--- src/rtl/ring_token_ctrl.sv ---
// ring_token_ctrl: token ring model with drop/kill fault injection, regen and timeout restart
module ring_token_ctrl #(
  parameter int N_NODES = 8,
  parameter int IDW = 3,
  parameter int TIMEOUT = 4
) (
  input  logic           clk,
  input  logic           reset,
  input  logic           env_drop,
  input  logic           env_kill,
  input  logic           ctrl_regen,
  output logic [IDW-1:0] token_pos,
  output logic           token_valid,
  output logic           hop,
  output logic           loss,
  output logic           ring_reset,
  output logic [7:0]     laps
);
  localparam int TW = $clog2(TIMEOUT) + 1;
  typedef enum logic [1:0] {INIT, PASS, LOST, RESTART} state_t;
  state_t state, state_n;
  logic [IDW-1:0] pos_n;
  logic [TW-1:0] timer, timer_n;
  logic [7:0] laps_n;
  logic hop_n, wrap;
  assign wrap = token_pos == IDW'(N_NODES - 1);
  always_comb begin
    state_n = state;
    pos_n = token_pos;
    timer_n = timer;
    laps_n = laps;
    hop_n = 1'b0;
    case (state)
      INIT: state_n = PASS;
      PASS:
        if (env_kill) state_n = RESTART;
        else if (env_drop) begin
          state_n = LOST;
          timer_n = '0;
        end else begin
          pos_n = wrap ? '0 : token_pos + 1'b1;
          hop_n = 1'b1;
          laps_n = (wrap && laps != 8'hff) ? laps + 8'd1 : laps;
        end
      LOST:
        if (env_kill) state_n = RESTART;
        else if (ctrl_regen) state_n = PASS;
        else if (timer == TW'(TIMEOUT - 1)) state_n = RESTART;
        else timer_n = timer + 1'b1;
      default: begin
        pos_n = '0;
        laps_n = '0;
        timer_n = '0;
        state_n = PASS;
      end
    endcase
  end
  always_ff @(posedge clk) begin
    if (reset) begin
      state <= INIT;
      token_pos <= '0;
      timer <= '0;
      laps <= '0;
      hop <= 1'b0;
    end else begin
      state <= state_n;
      token_pos <= pos_n;
      timer <= timer_n;
      laps <= laps_n;
      hop <= hop_n;
    end
  end
  assign token_valid = state == PASS;
  assign loss = state == LOST;
  assign ring_reset = state == RESTART;
endmodule

--- config.mk ---
export PLATFORM = sky130hd
export DESIGN_NAME = ring_token_ctrl
export DESIGN_NICKNAME = d
export VERILOG_FILES = /design/src/rtl/ring_token_ctrl.sv
export SDC_FILE = /design/constraint.sdc
export NUM_CORES = 1
export LEC_CHECK = 0
export BUFFER_PORTS_ARGS = -buffer_cell sky130_fd_sc_hd__buf_2
export CORE_MARGIN = 2
export CORE_UTILIZATION = 40
export DETAILED_ROUTE_END_ITERATION = 10
export GPL_TIMING_DRIVEN = 0
export SLEW_MARGIN = 20
export SYNTH_ARGS = -nofsm -noshare
export SYNTH_HDL_FRONTEND = slang
export SYNTH_SLANG_ARGS = --single-unit
--- constraint.sdc ---
create_clock -name clk -period 2.2 [get_ports clk]
set_input_delay 0.11 -clock clk [delete_from_list [all_inputs] [get_ports clk]]
set_output_delay 0.11 -clock clk [all_outputs]
set_load 0.1 [all_outputs]
==> run metrics <==
outcome=finished, final reports clean; Die X=55.8 µm; PortBufs=19; placer congestion estimate=roughly 0.77; GRT Total Usage=roughly 15%; worst hold path class=in -> reg; Post-DRT Antenna Nets=0; Setup violations, final=0; Bufs and invs on worst path=2; fin cells=173; WS Path Type=reg -> reg; Via density=approximately 5.3; Worst-path clk slew=0.11 ns; Ant. Diodes=0; standby leakage power=between 0.5 and 0.6 nW; crit-path cells=inv_1, ha_2, buf_6, nand2_4, o31ai_4, nor3_2, mux2_4; area grow syn2layout=16.5%; Relative slew margins=~68%; NetSw=0.420 mW; DR WL/cell=12.7 µm; Avg Cell Area, Syn=9.01 µm²; Multi-input gate area=677 µm²; fin crit share=between 80% and 90%; H-tree Lvls=1; die area=3110 µm²; later-pin clock latency in the skew report=between 0.2 and 0.3 ns; Hold Vio Cnt, Final=0; # fillers=248; Total Power=between 0.9 and 1 mW; Least-Margin Pin Slew=slightly below 0.5 ns; Crit path required time=2.39 ns; CTS tree=built; Post-DP HPWL=1710 µm; CP startpoint=state[1]$_SDFFE_PP0P_; syn_nets=around 130; drt pass-1 iters=4; io pins=20; Flop pwr share=36.2%; Max-Cap Viols=0; type of origin of the critical path=register; Die H=55.8 µm; Pint=0.527 mW; crit path capture=laps[5]$_SDFFE_PP0P_; Reg area=343 µm²; global-route wire length before repair=3810 µm; dpl cell area=around 1200 µm²; pre-CTS WS=0.424 ns; Crit-path slowest cell=o31ai_4; fmax=564 MHz; synthesized instance count=119; initial cell density of the core=42.9%; root buffer cell=clkbuf_4; Unique masters post-synth=41; Gate power share=45.7%; CORE AREA=2500 µm²; crit path max fanout=10; top cells by area, synth=dfxtp_1 32%, ha_1 11%, a21oi_1 5.1%; post-synthesis sequential area ratio=31.7%; r2r startpoint=state[1]$_SDFFE_PP0P_; layout cell share with drive strength beyond 1=29.4%; Top delay family on crit path=compound AO/OA/AOI/OAI gates; via count=922; cell taking the most area after synthesis=dfxtp_1; share of the synthesized area in the top cell type=roughly a third; maximum VDD drop=0.376 mV; FF-to-FF path depth=7; WL final=2200 µm; Residual DRC=0; FP Rows=18; worst reg2reg path endpoint=laps[5]$_SDFFE_PP0P_; Final Slew Violations=0; crit path DAT=1.97 ns; initial antenna violation count=0; 1st-iter DRT viols=16; critical path capture point type=register; P per Cell Area=between 700 and 800 nW/µm²; clock tree buffer depth=2; final worst setup slack=0.427 ns; Layout Nets=158; GR Overflow Total=0; Switching Share=44.4%; number of global-route vias before repair=882; register bit total from synthesis=17; mapped cell area=~1100 µm²; pin count of the biggest net entering global routing=11; Post-Route Setup TNS=0 ns; Placed Instances=168; register-to-register setup slack=0.43 ns; post-route cell area=between 1000 and 1500 µm²; WP depth=7; Min Clock Period, post-route=1.77 ns; CTS Buf Count=3; Yosys warnings=0; Crit path largest cell delay=0.41 ns; clock skew=0.00705 ns; Clock power frac=18.1%; CTS Sinks=17; RSZ-0062 raised after global routing=false
[through the flow]
stage          hold WS (ns)  util (%)
6_report             0.0729      49.9
3_3_place_gp          0.324      48.5
3_5_place_dp          0.327      48.5
2_1_floorplan         0.187         -
4_1_cts             0.00209      49.5
5_1_grt              0.0681      49.9
[cell usage after synthesis]
master	instances
dfxtp_1	17
a21oi_1	11
ha_1	9
nand2_1	7
nor2_1	6
o21ai_0	6
inv_1	5
nand3_1	5
nor2b_1	4
buf_6	3
mux2i_1	3
nand2b_1	3
nor3_1	3
o31ai_1	3
or3_1	3
and2_1	2
clkbuf_1	2
nor4b_1	2
or3b_1	2
or4_1	2
a21oi_2	1
and2b_2	1
and3_1	1
and4_1	1
and4b_1	1
mux2_4	1
nand2_2	1
nand2_4	1
nand2b_2	1
nand3_2	1
nand3b_1	1
nand4_4	1
nor2_2	1
nor3_2	1
o211ai_1	1
o21ai_2	1
o311ai_0	1
o31ai_4	1
o41ai_1	1
or2_2	1
or2b_1	1
[cells by family after synthesis]
family                     Yosys count  share of synthesized area (%)
AOI/OAI and AO/OA                   26                           16.0
adders and majority gates            9                           10.5
buffers and inverters               10                           5.60
DFF                                 17                           31.7
muxes                                4                           4.20
and+or+nand+nor                     53                           32.0
[flip-flops by register name, summed over array words and instances, names as in the netlist]
| signal | flops |
|---|---|
| laps | 8 |
| hop | 1 |
| state | 2 |
| timer | 3 |
| token_pos | 3 |
[layout make-up]
| cell class | instances | area share [%] |
|---|---|---|
| repair buffers | 20 | 8.42 |
| clock buffers | 4 | 2.10 |
| flip-flops and latches | 17 | 27.5 |
| plain buffers | 5 | 3.31 |
| well taps | 30 | 3.01 |
| multi-input cells | 92 | 54.2 |
| inverters | 5 | 1.50 |
[metal layers]
metal | GRT usage [%] | share of wire (%)
met5 | 0 | 0
met3 | 2.79 | 2.9
met4 | 6.97 | 0.68
met1 | 18.0 | 47
met2 | 26.2 | 50
[power by group through the flow]
stage | Combinational (mW) | Sequential [mW] | Clock (mW)
floorplan | 0.301 | 0.412 | 0
global placement | 0.432 | 0.349 | 0
detailed placement | 0.433 | 0.350 | 0
CTS | 0.436 | 0.343 | 0.180
global route | 0.470 | 0.346 | 0.191
finish | 0.433 | 0.342 | 0.172
[worst min path at each step]
stage,startpoint,endpoint,slack (ns),cells after the start
after floorplan,env_drop,hop$_SDFF_PP0_,0.19,1
after global placement,env_drop,hop$_SDFF_PP0_,0.32,2
after detailed placement,env_drop,hop$_SDFF_PP0_,0.33,2
after CTS,env_drop,hop$_SDFF_PP0_,0.002,2
after global routing,env_kill,hop$_SDFF_PP0_,0.07,2
final,env_kill,hop$_SDFF_PP0_,0.07,2
[placed cells by master, fill, tap and decap left out, types with 2 or more instances in the layout]
cell / netlist / layout
or3_1: 3 / 3
buf_6: 3 / 3
ha_1: 9 / 7
nor4b_1: 2 / 2
clkbuf_4: 0 / 3
nand3_1: 5 / 5
a21oi_1: 11 / 11
clkbuf_1: 2 / 3
or4_1: 2 / 2
dfxtp_1: 17 / 15
inv_1: 5 / 5
nor3_1: 3 / 3
o31ai_1: 3 / 3
ha_2: 0 / 2
nor2b_1: 4 / 4
or3b_1: 2 / 2
nand2b_1: 3 / 3
o21ai_0: 6 / 6
buf_2: 0 / 19
dfxtp_2: 0 / 2
mux2i_1: 3 / 3
nand2_1: 7 / 7
nor2_1: 6 / 6
and2_1: 2 / 2
[worst reg2reg max path, stage by stage, from the launching register on]
cell	delay (ns)
dfxtp_1	0.35
inv_1	0.09
ha_2	0.20
buf_6	0.15
nand2_4	0.07
o31ai_4	0.41
nor3_2	0.10
mux2_4	0.30
[repair_timing]
| action | 4_1_cts | 5_1_grt |
|---|---|---|
| setup endpoints to repair | 0 | 0 |
| hold buffers | 0 | 1 |
| setup buffers | 0 | 0 |
| gates resized for setup | 0 | 0 |
| endpoints found under the hold margin | 0 | 1 |
(Power assumes the default switching activity.)
